`src/rtl/alu_arb_pkg.sv`:
```
// Shared types and constants for the two-requester ALU arbiter.
// Optional macro ALU_ARB_FIXED_PRIO_EN selects fixed priority in rr_arbiter2.
package alu_arb_pkg;

    typedef enum logic [1:0] {
        IDLE  = 2'd0,
        ISSUE = 2'd1,
        HOLD  = 2'd2
    } state_t;

    localparam logic [2:0] CMD_ADD = 3'd0;
    localparam logic [2:0] CMD_SUB = 3'd1;
    localparam logic [2:0] CMD_XOR = 3'd2;
    localparam logic [2:0] CMD_SLT = 3'd3;

    // Anything above the last defined opcode is illegal.
    function automatic logic is_illegal(input logic [31:0] cmd);
        return cmd > 32'(CMD_SLT);
    endfunction

endpackage

```
`src/rtl/alu_arbiter_rr.sv`:
```
// Two-input grant logic with a last-grant register.
// ALU_ARB_FIXED_PRIO_EN: requester 0 always wins contention.
module rr_arbiter2 (
    input  logic       clk,
    input  logic       reset,
    input  logic [1:0] req,
    input  logic       update,
    output logic       grant
);

`ifdef ALU_ARB_FIXED_PRIO_EN
    logic unused;
    assign unused = ^{clk, reset, update};
    assign grant  = ~req[0];
`else
    logic last_grant;

    // Contention goes to whoever did not win last time.
    assign grant = (req[0] & req[1]) ? ~last_grant : req[1];

    always_ff @(posedge clk) begin
        if (reset) begin
            last_grant <= 1'b1;
        end else if (update) begin
            last_grant <= grant;
        end
    end
`endif

endmodule

```
`src/rtl/alu_arbiter.sv`:
```
// Shares one combinational ALU between two valid/ready requesters.
// Optional macro ALU_ARB_FIXED_PRIO_EN: fixed priority instead of round-robin.
module alu_arbiter
    import alu_arb_pkg::*;
#(
    parameter int WIDTH = 32,
    parameter int CMD_W = 3
) (
    input  logic             clk,
    input  logic             reset,
    input  logic             req0_valid,
    output logic             req0_ready,
    input  logic [CMD_W-1:0] req0_cmd,
    input  logic [WIDTH-1:0] req0_a,
    input  logic [WIDTH-1:0] req0_b,
    input  logic             req1_valid,
    output logic             req1_ready,
    input  logic [CMD_W-1:0] req1_cmd,
    input  logic [WIDTH-1:0] req1_a,
    input  logic [WIDTH-1:0] req1_b,
    output logic [CMD_W-1:0] alu_cmd,
    output logic [WIDTH-1:0] alu_a,
    output logic [WIDTH-1:0] alu_b,
    input  logic [WIDTH-1:0] alu_result,
    input  logic             alu_zero,
    output logic             rsp_valid,
    output logic             rsp_id,
    output logic [WIDTH-1:0] rsp_result,
    output logic             rsp_zero,
    output logic             rsp_err,
    input  logic             rsp_ready
);

    state_t           state;
    state_t           next_state;
    logic             any;
    logic             grant;
    logic             accept;
    logic             sel_illegal;
    logic             err_q;
    logic             id_q;
    logic [CMD_W-1:0] sel_cmd;
    logic [WIDTH-1:0] sel_a;
    logic [WIDTH-1:0] sel_b;

    assign any = req0_valid | req1_valid;

    rr_arbiter2 u_arb (
        .clk    (clk),
        .reset  (reset),
        .req    ({req1_valid, req0_valid}),
        .update (accept),
        .grant  (grant)
    );

    always_comb begin
        sel_cmd = grant ? req1_cmd : req0_cmd;
        sel_a   = grant ? req1_a   : req0_a;
        sel_b   = grant ? req1_b   : req0_b;
    end

    assign sel_illegal = is_illegal(32'(sel_cmd));

    always_ff @(posedge clk) begin
        if (reset) begin
            state <= IDLE;
        end else begin
            state <= next_state;
        end
    end

    always_comb begin
        next_state = state;
        accept     = 1'b0;
        req0_ready = 1'b0;
        req1_ready = 1'b0;
        unique case (state)
            IDLE: begin
                if (any) begin
                    accept     = 1'b1;
                    req0_ready = ~grant;
                    req1_ready = grant;
                    next_state = ISSUE;
                end
            end
            ISSUE: next_state = HOLD;
            HOLD: begin
                if (rsp_ready) begin
                    next_state = IDLE;
                end
            end
            default: next_state = IDLE;
        endcase
    end

    // alu_* double as the latched request; they only move on acceptance.
    always_ff @(posedge clk) begin
        if (reset) begin
            alu_cmd    <= '0;
            alu_a      <= '0;
            alu_b      <= '0;
            err_q      <= 1'b0;
            id_q       <= 1'b0;
            rsp_valid  <= 1'b0;
            rsp_id     <= 1'b0;
            rsp_result <= '0;
            rsp_zero   <= 1'b0;
            rsp_err    <= 1'b0;
        end else begin
            if (accept) begin
                alu_cmd <= sel_illegal ? '0 : sel_cmd;
                alu_a   <= sel_a;
                alu_b   <= sel_b;
                err_q   <= sel_illegal;
                id_q    <= grant;
            end
            if (state == ISSUE) begin
                rsp_valid  <= 1'b1;
                rsp_id     <= id_q;
                rsp_err    <= err_q;
                rsp_result <= err_q ? '0 : alu_result;
                rsp_zero   <= err_q | alu_zero;
            end else if (state == HOLD && rsp_ready) begin
                rsp_valid <= 1'b0;
            end
        end
    end

endmodule

```
`config.mk`:
```
export PLATFORM = sky130hd
export DESIGN_NAME = alu_arbiter
export DESIGN_NICKNAME = d
export VERILOG_FILES = /design/src/rtl/alu_arb_pkg.sv /design/src/rtl/alu_arbiter_rr.sv /design/src/rtl/alu_arbiter.sv
export SDC_FILE = /design/constraint.sdc
export NUM_CORES = 1
export LEC_CHECK = 0
export BUFFER_PORTS_ARGS = -buffer_cell sky130_fd_sc_hd__buf_4
export CORE_AREA = 2 2 106 108
export DETAILED_ROUTE_END_ITERATION = 16
export DIE_AREA = 0 0 108 110
export HOLD_SLACK_MARGIN = 0.15
export PLACE_DENSITY = 0.8
export SYNTH_ARGS = -nofsm -noshare
export SYNTH_HDL_FRONTEND = slang
export SYNTH_SLANG_ARGS = --single-unit
```
`constraint.sdc`:
```
create_clock -name clk -period 1.65 [get_ports clk]
set_input_delay 0.33 -clock clk [delete_from_list [all_inputs] [get_ports clk]]
set_output_delay 0.33 -clock clk [all_outputs]
set_load 0.01 [all_outputs]
```
Yosys cells after proc, flatten, opt, wreduce, memory -nomap -nowiden. Index checks and enable logic that the tools add are counted. Widths: inputs -> output; s select.

Bits in registers: 108. Input port bits: 172. Output and inout port bits: 105. Logic and storage cells: 43.

Magnitude comparators: 1. Eq/ne operators: 4. Muxes and demuxes: 17. Bitwise operators: 5. Reductions and logical operators: 4.

Operator list (count): $mux 32 (3); $mux 1 (9); $mux 3 (2); $pmux 2 s3 (1); $mux 2 (2); $ne 2x2->1 const B (2); $gt 3x2->1 const B (1); $eq 2x1->1 const B (1); $eq 2x2->1 const B (1); $logic_not 2->1 (1); $not 1->1 (2); $or 1x1->1 (2); $reduce_and 2->1 (1); $reduce_bool 2->1 (1); $and 1x1->1 (1); $logic_and 1x1->1 (1).

Depth between registers and ports, before layout. Gate-level depths: netlist of the first run.

Depth after elaboration: 5. Mapped depth: 7. Gate-level depth less buffers: 4.

Modules after synthesis. Synthesis of the first run repeated with hierarchy kept, for this count alone.

Cell total of the unflattened synthesis: 492. Area, all modules: 4707.0 sq um.

Modules (own cells, without submodules): alu_arbiter (instances 1, cells each 488, area each 4664.5 sq um, seq. area each 2142.1 sq um); rr_arbiter2 (instances 1, cells each 4, area each 42.5 sq um, seq. area each 20.0 sq um).

Worst setup path before layout of the first run. OpenSTA, ideal clock, no wires.

Kind: input to register. Start: in req1_valid. End: reg alu_b[0]. Library setup time: 0.128 ns. Arrival: 1.349 ns. Required time: 1.522 ns. Slack: 0.173 ns. Stages on the path: 7. Path buffers: 3. Cells stage by stage: a21bo_1 -> buf_2 -> nor3_2 -> buf_4 -> buf_2 -> a222oi_1 -> nor2_1.

Longest elaborated chain between the ends: 3. Elaborated cells on any way between the ends: 6. Those cells by class: 4 x mux; 2 x bitwise.

RTL lines: start: declaration (line alu_arbiter.sv:16) `input logic req1_valid,`; $and 1x1->1 or $or 1x1->1 (tied branches) (line alu_arbiter_rr.sv:19, alu_arbiter.sv:46); $mux 1 (on tied branches) (line alu_arbiter_rr.sv:19, alu_arbiter.sv:79); $mux 32 or $mux 1 (tied branches) (line alu_arbiter.sv:59, alu_arbiter.sv:77); end signal: assignment (line alu_arbiter.sv:113) `alu_b <= sel_b;`; end: declaration (line alu_arbiter.sv:23) `output logic [WIDTH-1:0] alu_b,`.

Parallel ways exist; a longest one is shown, timed or not. A chain may end at the register's enable or synchronous reset.

Final worst setup path of the first run.
Start: reg u_arb.last_grant. End: reg alu_a[19].

Longest elaborated chain between the ends: 3.

RTL lines: start: declaration (line alu_arbiter_rr.sv:16) `logic last_grant;`; start signal: assignment (line alu_arbiter_rr.sv:25) `last_grant <= grant;`; $not 1->1 (line alu_arbiter_rr.sv:19) `assign grant = (req[0] & req[1]) ? ~last_grant : req[1];`; $mux 1 (line alu_arbiter_rr.sv:19); $mux 32 (line alu_arbiter.sv:58) `sel_a = grant ? req1_a : req0_a;`; end signal: assignment (line alu_arbiter.sv:112) `alu_a <= sel_a;`; end: declaration (line alu_arbiter.sv:22) `output logic [WIDTH-1:0] alu_a,`.

No other way between the ends.

==> results of run 1 <==
[worst max-delay path, stage by stage (launching register included)]
cell and delay [ns]:
dfxtp_2 0.35, a21boi_2 0.19, nor4_4 0.06, buf_4 0.15, buf_4 0.13, buf_4 0.20, a222oi_1 0.37, nor2_1 0.08
[through the flow]
stage / setup slack [ns] / power [uW] / util (%) / cell area [sq um] / cells
2_1_floorplan: 0.173 / 3870 / - / 4200 / 464
6_report: -0.0134 / 6300 / 63.2 / 6760 / 874
5_1_grt: -0.0875 / 6650 / 63.2 / 6760 / 874
3_5_place_dp: 0.0402 / 4770 / 60.1 / 6430 / 849
3_3_place_gp: 0.0556 / 4700 / 60.1 / 6430 / 849
4_1_cts: -0.0658 / 6370 / 63.2 / 6760 / 874
[power breakdown]
group | internal, uW | switching (uW)
clock network | 605 | 886
logic | 984 | 826
registers | 2850 | 147
total | 4440 | 1860
[sequential cells by signal (all words and copies together), names as in the netlist]
register,cells
err_q,1
rsp_valid,1
id_q,1
state,2
rsp_zero,1
rsp_result,32
alu_cmd,3
rsp_id,1
alu_b,32
u_arb.last_grant,1
rsp_err,1
alu_a,32
[how the worst min path moves through the flow]
stage,slack [ns],to,startpoint
after floorplan,0.43,rsp_id,id_q
after global placement,0.44,rsp_err,rsp_err
after detailed placement,0.46,alu_cmd[2],alu_cmd[2]
after CTS,0.21,alu_b[16],req0_b[16]
after global routing,0.21,alu_a[18],req0_a[18]
final,0.22,alu_b[16],req0_b[16]
[metal layers]
layer / wire (um) / up-vias
met1: 5460 / 2127
met3: 1100 / 32
li1: - / 2220
met2: 7190 / 242
met5: 13 / -
met4: 348 / 2
[synth_stat cells]
library cell    n
nand2_1        48
o21ai_1         1
a211o_1         1
clkbuf_1       29
a21oi_1        37
nand2b_1        1
dfxtp_1       108
nand3b_1        2
a311oi_1       22
a22o_1          1
buf_4           2
a31oi_1         1
buf_6           3
a21bo_1         1
nor3_4          1
buf_2          15
nor2b_1         1
nor2_1        104
o21ai_0         1
a32o_1          1
nor3b_1        32
nor4_4          1
nor3_1          2
nor4b_1         1
and2_1          1
a222oi_1       43
nor3_2          1
or3_4           1
or3b_2          1
a21boi_2        1
[timing repair]
action | in CTS | in global routing
resized for setup | 5 | 1
buffers inserted | 6 | 0
endpoints found under the setup margin | 2 | 39
pin swaps | 3 | 9
gates cloned | 3 | 0
hold buffers | 0 | 0
[final cells by class]
class | instances | area, sq um
Clock buffer | 10 | 138
Sequential cell | 108 | 2170
Fill cell | 871 | 3940
Tap cell | 140 | 175
Multi-Input combinational cell | 307 | 1810
Clock inverter | 6 | 45.0
Timing Repair Buffer | 303 | 2420
[cells by family after synthesis]
kind of cell,after synthesis,share of synthesized area [%]
AO/OA/AOI/OAI,110,20.8
buffers and inverters,49,5.54
flip-flops,108,51.5
AND/OR/NAND/NOR,197,22.2
==> run metrics, run 1 <==
status finished, violations left; failing checks setup timing; yosys warns 0; num rows 38; crit start category flip-flop; WHS Path Cells 3; initial antenna violation count 1; setup repair after global routing missed its margin yes; Seq/Total Area, Yosys 51.5%; Max H-tree Level 3; top post-synthesis cells by area dfxtp_1, a222oi_1, nor2_1; number of port buffers about 280; commonest non-fill, non-tap cells in the layout buf_4, dfxtp_1, nor2_1, nand2_1, a222oi_1; CP startpoint u_arb.last_grant; Worst Reg-to-Reg Cells 7; Post-layout nets 901; Worst VDD drop 0.561 mV; GRT Util Overall roughly 22%; gr ovfl total 0; total wire length 14.1 mm; synth-to-layout area growth 61.1%; IO Count between 200 and 300; R2R setup slack -0.01 ns; CTS tree done; Die Ht between 100 and 150 um; ANT cells 0; Hold Path Class in -> reg; Worst slew margin between 70% and 80%; Achievable Freq 601 MHz; Final WS setup -0.0134 ns; crit-path max FO 23; most common cell after layout, fill and taps aside buf_4; largest net degree at the start of global routing between 40 and 50; DIE AREA approximately 12000 sq um; Vias/cell between 5 and 6; most used routing layer met2; met1 global-route usage between 20% and 30%; vias roughly 4.6k; critical path capture point type flip-flop; clk_lat worst skew roughly 0.36 ns; DRT Pass-1 Iters 7; Pins Over Slew Limit 0; Reg2Reg Capture Point alu_a[19]; # clock sinks 108; share of cells above drive strength 1 around 45%; vias in the first global route ~4.4k; top-area cell type share of the netlist area between 50% and 60%; area leader, netlist dfxtp_1; Max Buffers Root-to-Sink 2; Fin Setup TNS -0.0254 ns; met2 GRT Util between 30 and 40%; Max-Cap Viols 0; syn nets ~640; width of the die roughly 110 um; Hold Vio Cnt, Final 0; first-pass GRT wire length around 21 mm; final setup skew about 0.016 ns; Critical Path RT ~1.9 ns; FF-to-FF Start u_arb.last_grant; fin crit period approximately 1.7 ns; Arr. time, crit path ~1.9 ns; Avg Inst Size Synth 9.05 sq um; Final Cycle Share 101%; Cell Area, Synth between 4000 and 5000 sq um; PwrDens 932 nW/um^2; Initial DRC Count between 600 and 700; number of buffers created by CTS 9; final-report setup violation count 2; Cell variety after synth 30; Root Buffer clkbuf_8; CP Capture Point alu_a[19]; DRT antenna net count 0; Post-Synthesis Cells about 460; gpl congestion about 0.74; register bit total from synthesis roughly 110; critical path class reg -> reg; drt drc 0; hpwl dp about 9.9 mm; clock-pin slew on the worst setup and hold paths 0.11 ns; wire length per cell 16.1 um; Initial Util roughly two fifths; Leakage just over 0.003 uW; Worst Max-Slew Pin Slew slightly above 0.4 ns; met3 GRT Util ~5.4%; hold_ws 0.216 ns; Core Area roughly 11000 sq um
(Power assumes the default switching activity.)
==> inputs of run 2 (changes only) <==
--- a/config.mk
+++ b/config.mk
@@ -6,11 +6,12 @@
 export NUM_CORES = 1
 export LEC_CHECK = 0
 export BUFFER_PORTS_ARGS = -buffer_cell sky130_fd_sc_hd__buf_4
-export CORE_AREA = 2 2 106 108
+export CORE_MARGIN = 1.5
+export CORE_UTILIZATION = 44
 export DETAILED_ROUTE_END_ITERATION = 16
-export DIE_AREA = 0 0 108 110
 export HOLD_SLACK_MARGIN = 0.15
-export PLACE_DENSITY = 0.8
+export PLACE_DENSITY = 0.85
 export SYNTH_ARGS = -nofsm -noshare
 export SYNTH_HDL_FRONTEND = slang
+export SYNTH_HIERARCHICAL = 1
 export SYNTH_SLANG_ARGS = --single-unit
==> run metrics, run 2 <==
Arr. time, crit path 1.25 ns (-0.65 ns); Fin Setup TNS 0 ns (+0.0254 ns); Cell Area, Synth 4710 sq um (+12%); Root Buffer clkbuf_8; Primary FF master, synth dfxtp_1; hpwl dp 10.9 mm (+9.6%); crit start category flip-flop; critical path capture point type output pin; drt drc 0 (unchanged); Pwr Total 6450 uW (+2.4%); asr flop ratio synth 0% (unchanged); EDFF count, synth 0 (unchanged); setup repair after global routing missed its margin no; Synth top cells by count dfxtp_1, a21oi_1, mux2i_1; register bit total from synthesis 108 (unchanged); hold_ws 0.231 ns (+0.0148 ns); final setup skew 0.0192 ns (+0.00365 ns); crit-path max FO 5 (-78%); gr ovfl total 0 (unchanged); most common cell after layout, fill and taps aside buf_4; Place WS 0.0885 ns (+0.0484 ns); top-area cell type share of the netlist area 45.9% (-5.6 points); R2R setup slack 0.17 ns (+0.18 ns); FF-to-FF Start u_arb/last_grant; vias 4779 (+3.4%); DRT Pass-1 Iters 6 (-1); Cell variety after synth 29 (-3.3%); Max H-tree Level 3 (unchanged); fin crit period 1.58 ns (-0.0831 ns); Worst slew margin 71.3% (-1.9 points); status completed; gpl congestion 0.841 (+13%); Leakage 0.00314 uW (+0.97%); CTS tree done; Initial DRC Count 323 (-47%); Initial Util 45.4% (+6.1 points); Critical Path RT 1.32 ns (-0.56 ns); Avg Inst Size Synth 9.57 sq um (+5.7%); Worst Reg-to-Reg Cells 5 (-2); GRT Util Overall 24.8% (+2.5 points); IO Count 277 (unchanged); vias in the first global route 4546 (+3.4%); Pins Over Slew Limit 0 (unchanged); num rows 37 (-2.6%); Core Area 10400 sq um (-3.1%); Seq/Total Area, Yosys 45.9% (-5.6 points); width of the die 106 um (-1.5%); share of cells above drive strength 1 44.1% (-0.75 points); area leader, netlist dfxtp_1; initial antenna violation count 0 (-1); CP startpoint state[0]; yosys warns 6 (+6); Max-Cap Viols 0 (unchanged); # clock sinks 108 (unchanged); largest net degree at the start of global routing 40 (-13%); number of buffers created by CTS 9 (unchanged); Final Cycle Share 95.8% (-5.0 points); Reg2Reg Capture Point alu_cmd[1]; PwrDens 906 nW/um^2 (-2.8%); Worst VDD drop 0.514 mV (-8.4%); Final WS setup 0.0697 ns (+0.0831 ns); final-report setup violation count 0 (-2); wire length per cell 16.8 um (+3.8%); total wire length 14.9 mm (+5.4%); critical path class reg -> out; Post-layout nets 918 (+1.9%); Max Buffers Root-to-Sink 2 (unchanged); synth-to-layout area growth 51.3%; Worst Hold Launch alu_result[26]; Post-Synthesis Cells 492 (+6.0%); Hold Vio Cnt, Final 0 (unchanged); Achievable Freq 633 MHz (+5.3%); DIE AREA 11300 sq um (-4.7%); number of hold buffers added after cts 0 (unchanged); number of port buffers 276 (unchanged); most frequent cell after synthesis dfxtp_1; Vias/cell 5.39 (+1.9%); top post-synthesis cells by area dfxtp_1, mux2i_1, a21oi_1; DRT antenna net count 0 (unchanged); clock-pin slew on the worst setup and hold paths 0.10 ns (about the same); commonest non-fill, non-tap cells in the layout buf_4, dfxtp_1, a21oi_1, mux2i_1, a211oi_1; first-pass GRT wire length 22.5 mm (+6.4%); Top Registers alu_a: 32 flops, alu_b: 32 flops, rsp_result: 32 flops; syn nets 664 (+4.4%); Worst Max-Slew Pin Slew 0.431 ns (+0.0289 ns); ANT cells 0 (unchanged); CP Capture Point req1_ready; Hold Path Class in -> reg; Die Ht 106 um (-3.2%); clk_lat worst skew 0.37 ns (about the same)
run 2: worst min path at each step:
stage | end | slack [ns] | cells past startpoint
after detailed placement | rsp_result[1] | 0.45 | 2
after floorplan | u_arb/last_grant | 0.42 | 1
final | rsp_result[26] | 0.23 | 3
after global placement | rsp_result[21] | 0.44 | 2
after global routing | rsp_result[1] | 0.21 | 3
after CTS | rsp_result[21] | 0.22 | 3
run 2: kinds of logic after synthesis:
logic type             after synthesis  synth area share (%)
buffers and inverters               56                  6.06
and+or+nand+nor                     88                  10.4
AOI/OAI and AO/OA                  175                  23.7
DFF                                108                  45.9
muxes                               65                  13.8
run 2: layout make-up:
type,count,area [sq um]
fill,814,3250
clock inverter,6,48.8
inverter,3,11.3
multi-input combinational,328,2280
tap,136,170
sequential,108,2160
timing repair buffer,296,2320
clock buffer,10,128
run 2: timing repair:
| item | CTS | global route |
|---|---|---|
| gates cloned | 0 | 0 |
| gates resized for setup | 0 | 3 |
| buffers inserted | 2 | 2 |
| setup endpoints to repair | 1 | 1 |
| pin swaps | 1 | 1 |
run 2: per-layer routing:
| metal | part of all wire [%] | track usage [%] | routed length [um] | vias up |
|---|---|---|---|---|
| met4 | 3.2 | 9.71 | 479 | 0 |
| li1 | - | - | - | 2300 |
| met3 | 9.2 | 8.28 | 1370 | 37 |
| met1 | 38 | 28.7 | 5620 | 2219 |
| met2 | 50 | 42.3 | 7390 | 223 |
| met5 | 0 | 0 | 0 | - |
run 2: where the power goes:
part	internal [uW]	leakage (uW)	switching [uW]
sequential	2880	0.000892	154
combinational	1020	0.00216	919
clock	566	0.0000848	917
total	4460	0.00314	1990
run 2: stage by stage:
step / std cells / util (%) / area [sq um]
floorplan: 492 / - / 4710
global placement: 867 / 66.6 / 6910
detailed placement: 867 / 66.6 / 6910
CTS: 885 / 68.5 / 7100
global route: 887 / 68.7 / 7120
finish: 887 / 68.7 / 7120
run 2: worst max-delay path: stages (launching register included):
cell	delay, ns
dfxtp_2	0.36
nor2_4	0.19
and3_4	0.21
buf_4	0.12
==> inputs of run 3 (changes only) <==
--- a/config.mk
+++ b/config.mk
@@ -5,12 +5,14 @@
 export SDC_FILE = /design/constraint.sdc
 export NUM_CORES = 1
 export LEC_CHECK = 0
+export ABC_AREA = 1
 export BUFFER_PORTS_ARGS = -buffer_cell sky130_fd_sc_hd__buf_4
-export CORE_MARGIN = 1.5
-export CORE_UTILIZATION = 44
+export CORE_AREA = 2 2 107 109
 export DETAILED_ROUTE_END_ITERATION = 16
+export DIE_AREA = 0 0 109 111
 export HOLD_SLACK_MARGIN = 0.15
-export PLACE_DENSITY = 0.85
+export PLACE_DENSITY = 0.84
+export SLEW_MARGIN = 40
 export SYNTH_ARGS = -nofsm -noshare
 export SYNTH_HDL_FRONTEND = slang
 export SYNTH_HIERARCHICAL = 1
==> constraint.sdc (replaced) <==
create_clock -name clk -period 2.03 [get_ports clk]
set_input_delay 0.406 -clock clk [delete_from_list [all_inputs] [get_ports clk]]
set_output_delay 0.406 -clock clk [all_outputs]
set_load 0.01 [all_outputs]
==> run metrics, run 3 <==
status completed; Setup Fix Bufs, Post-CTS 0 (-2); number of hold buffers added after cts 0 (unchanged); final-report setup violation count 0 (unchanged); Seq/Total Area, Yosys 45.7% (-0.27 points); IO Count 277 (unchanged); EDFF count, synth 0 (unchanged); yosys warns 6 (unchanged); clock share of power 29.8% (+6.8 points); setup repair after global routing missed its margin no; gpl congestion 0.821 (-2.3%); register bit total from synthesis 108 (unchanged); fin crit period 1.81 ns; most common cell after layout, fill and taps aside buf_4; cell area after layout 7080 sq um (-0.65%); crit start category flip-flop; Top Registers alu_a: 32 flops, alu_b: 32 flops, rsp_result: 32 flops; top post-synthesis cells by area dfxtp_1, nand2_1, nor2_1; Worst Max-Slew Pin Slew 0.425 ns (-0.00618 ns); Int Pwr 3890 uW (-13%); Leakage 0.00363 uW (+16%); Vias/cell 4.72 (-12%); Cell Area, Synth 4730 sq um (+0.58%); CTS tree done; Root Buffer clkbuf_16; most frequent cell after synthesis nand2_1; GRT Util Overall 23.0% (-1.8 points); vias in the first global route 4781 (+5.2%); PwrDens 787 nW/um^2 (-13%); Synth top cells by count nand2_1, nor2_1, dfxtp_1; Final Cycle Share 89.0%; Logic pwr share 26.2% (-3.8 points); clock-pin slew on the worst setup and hold paths 0.07 ns (-0.03 ns); hpwl dp 10.2 mm (-5.8%); Place WS 0.265 ns (+0.176 ns); Die Ht 111 um (+4.3%); post-synthesis adder-cell area fraction 0% (unchanged); Synth Area in Compound Gates 11.7% (-12 points); first-pass GRT wire length 22.4 mm (-0.49%); Core Area 11100 sq um (+6.8%); top-area cell type share of the netlist area 45.7% (-0.27 points); Flop pwr share 44.0% (-3.0 points); initial antenna violation count 0 (unchanged); Hold Vio Cnt, Final 0 (unchanged); critical path class reg -> out; DRT Pass-1 Iters 4 (-2); total wire length 14.1 mm (-5.0%); number of port buffers 276 (unchanged); Critical Path RT 1.62 ns (+0.30 ns); Max H-tree Level 3 (unchanged); Worst VDD drop 0.389 mV (-24%); Post-Synth Simple-Gate Area 35.1% (+25 points); DIE AREA 12100 sq um (+6.8%); Final WS setup 0.223 ns (+0.154 ns); wire length per cell 12.9 um (-23%); commonest non-fill, non-tap cells in the layout buf_4, nand2_1, nor2_1, dfxtp_1, o21ai_0; Post-layout nets 1120 (+22%); vias 5171 (+8.2%); num rows 39 (+5.4%); largest net degree at the start of global routing 48 (+20%); Fin Setup TNS 0 ns (unchanged); Initial Util 42.7% (-2.6 points); post-CTS sizing 0 (unchanged); Avg Inst Size Synth 6.83 sq um (-29%); largest family of logic cells by synthesized area simple AND/OR/NAND/NOR gates; drt drc 0 (unchanged); syn nets 865 (+30%); Post-Synthesis Cells 693 (+41%); final setup skew 0.00655 ns (-0.0126 ns); Primary FF master, synth dfxtp_1; mux cell area share after synthesis 0% (-14 points); # fillers 1045 (+28%); ANT cells 0 (unchanged); Max Buffers Root-to-Sink 2 (unchanged); Achievable Freq approximately 550 MHz; crit-path max FO 5 (unchanged); number of buffers created by CTS 9 (unchanged); placed insts 1080 (+25%); Final Non-Filler Cells 1096 (+24%); Post-Synth XOR/XNOR Area 0% (unchanged); Cell variety after synth 26 (-10%); Worst slew margin 71.7% (+0.41 points); share of cells above drive strength 1 34.9% (-9.1 points); Initial DRC Count 296 (-8.4%); synth-to-layout area growth 49.5%; area leader, netlist dfxtp_1; Hold Path Class in -> reg; Sw Ratio 30.1% (-0.74 points); clk_lat worst skew 0.34 ns (-0.03 ns); asr flop ratio synth 0% (unchanged); Arr. time, crit path 1.40 ns (+0.15 ns); width of the die 109 um (+2.4%); # clock sinks 108 (unchanged); Switch Pwr 1680 uW (-16%); Pins Over Slew Limit 0 (unchanged); Max-Cap Viols 0 (unchanged); critical path capture point type output pin; placed instance area 6790 sq um (-1.7%); DRT antenna net count 0 (unchanged); gr ovfl total 0 (unchanged)
## run 3: changes by cell type in the layout (fill, tap and decap cells not counted), sizes merged, moves of 4 or more
cell | before | now
mux2i | 65 | 0
a211oi | 67 | 0
buf | 296 | 291
nand3b | 33 | 1
nand2 | 39 | 273
inv | 5 | 12
nand3 | 0 | 4
a21oi | 101 | 38
nor2 | 7 | 142
o21ai | 1 | 69
## run 3: logic make-up (layout without fill, tap and decap cells)
logic type | count (synthesis) | count (layout)
buffers and inverters | 55 | 315
AOI/OAI and AO/OA | 107 | 107
and+or+nand+nor | 423 | 423
DFF | 108 | 108
## run 3: layout make-up
cell class / instances / area (sq um) / area share [%]
well taps: 143 / 179 / 2.53
clock inverters: 7 / 57.6 / 0.813
inverters: 8 / 32.5 / 0.460
flip-flops and latches: 108 / 2160 / 30.6
repair buffers: 291 / 2200 / 31.0
multi-input cells: 530 / 2220 / 31.4
clock buffers: 9 / 225 / 3.18
## run 3: final timing paths
| kind | from | endpoint | slack, ns | cells past startpoint |
|---|---|---|---|---|
| hold reg to reg | alu_cmd[2] | alu_cmd[2] | 0.45 | 2 |
| hold / removal | alu_zero | rsp_zero | 0.29 | 3 |
| setup reg to reg | u_arb/last_grant | alu_cmd[1] | 0.51 | 7 |
| setup / recovery | state[1] | req0_ready | 0.22 | 4 |
## run 3: critical path, stage by stage (launching register included)
cell and delay, ns:
dfxtp_1 0.35, nor2_1 0.21, o21ai_4 0.13, nor2_1 0.21, buf_4 0.16
## run 3: power by group through the flow
stage          clock network [uW]  logic, uW  registers (uW)
5_1_grt                      1800       1610            2480
6_report                     1660       1460            2450
2_1_floorplan                   0        668            2590
3_5_place_dp                    0       1460            2500
3_3_place_gp                    0       1450            2490
4_1_cts                      1710       1470            2450
## run 3: routing by layer
layer	vias up	routed length [um]	share of wire, %	GRT usage [%]
met1	2268	5650	40	25.9
met2	195	6920	49	40.3
met3	40	1060	7.5	5.47
li1	2668	-	-	-
met4	0	488	3.5	10.4
met5	-	0	0	0
## run 3: per-stage QoR
stage               total power, uW  utilization [%]  hold slack (ns)
floorplan                      3260                -            0.426
global placement               3940             61.3            0.431
detailed placement             3960             61.3            0.438
CTS                            5630             63.9            0.286
global route                   5890             63.9            0.306
finish                         5570             63.9            0.294
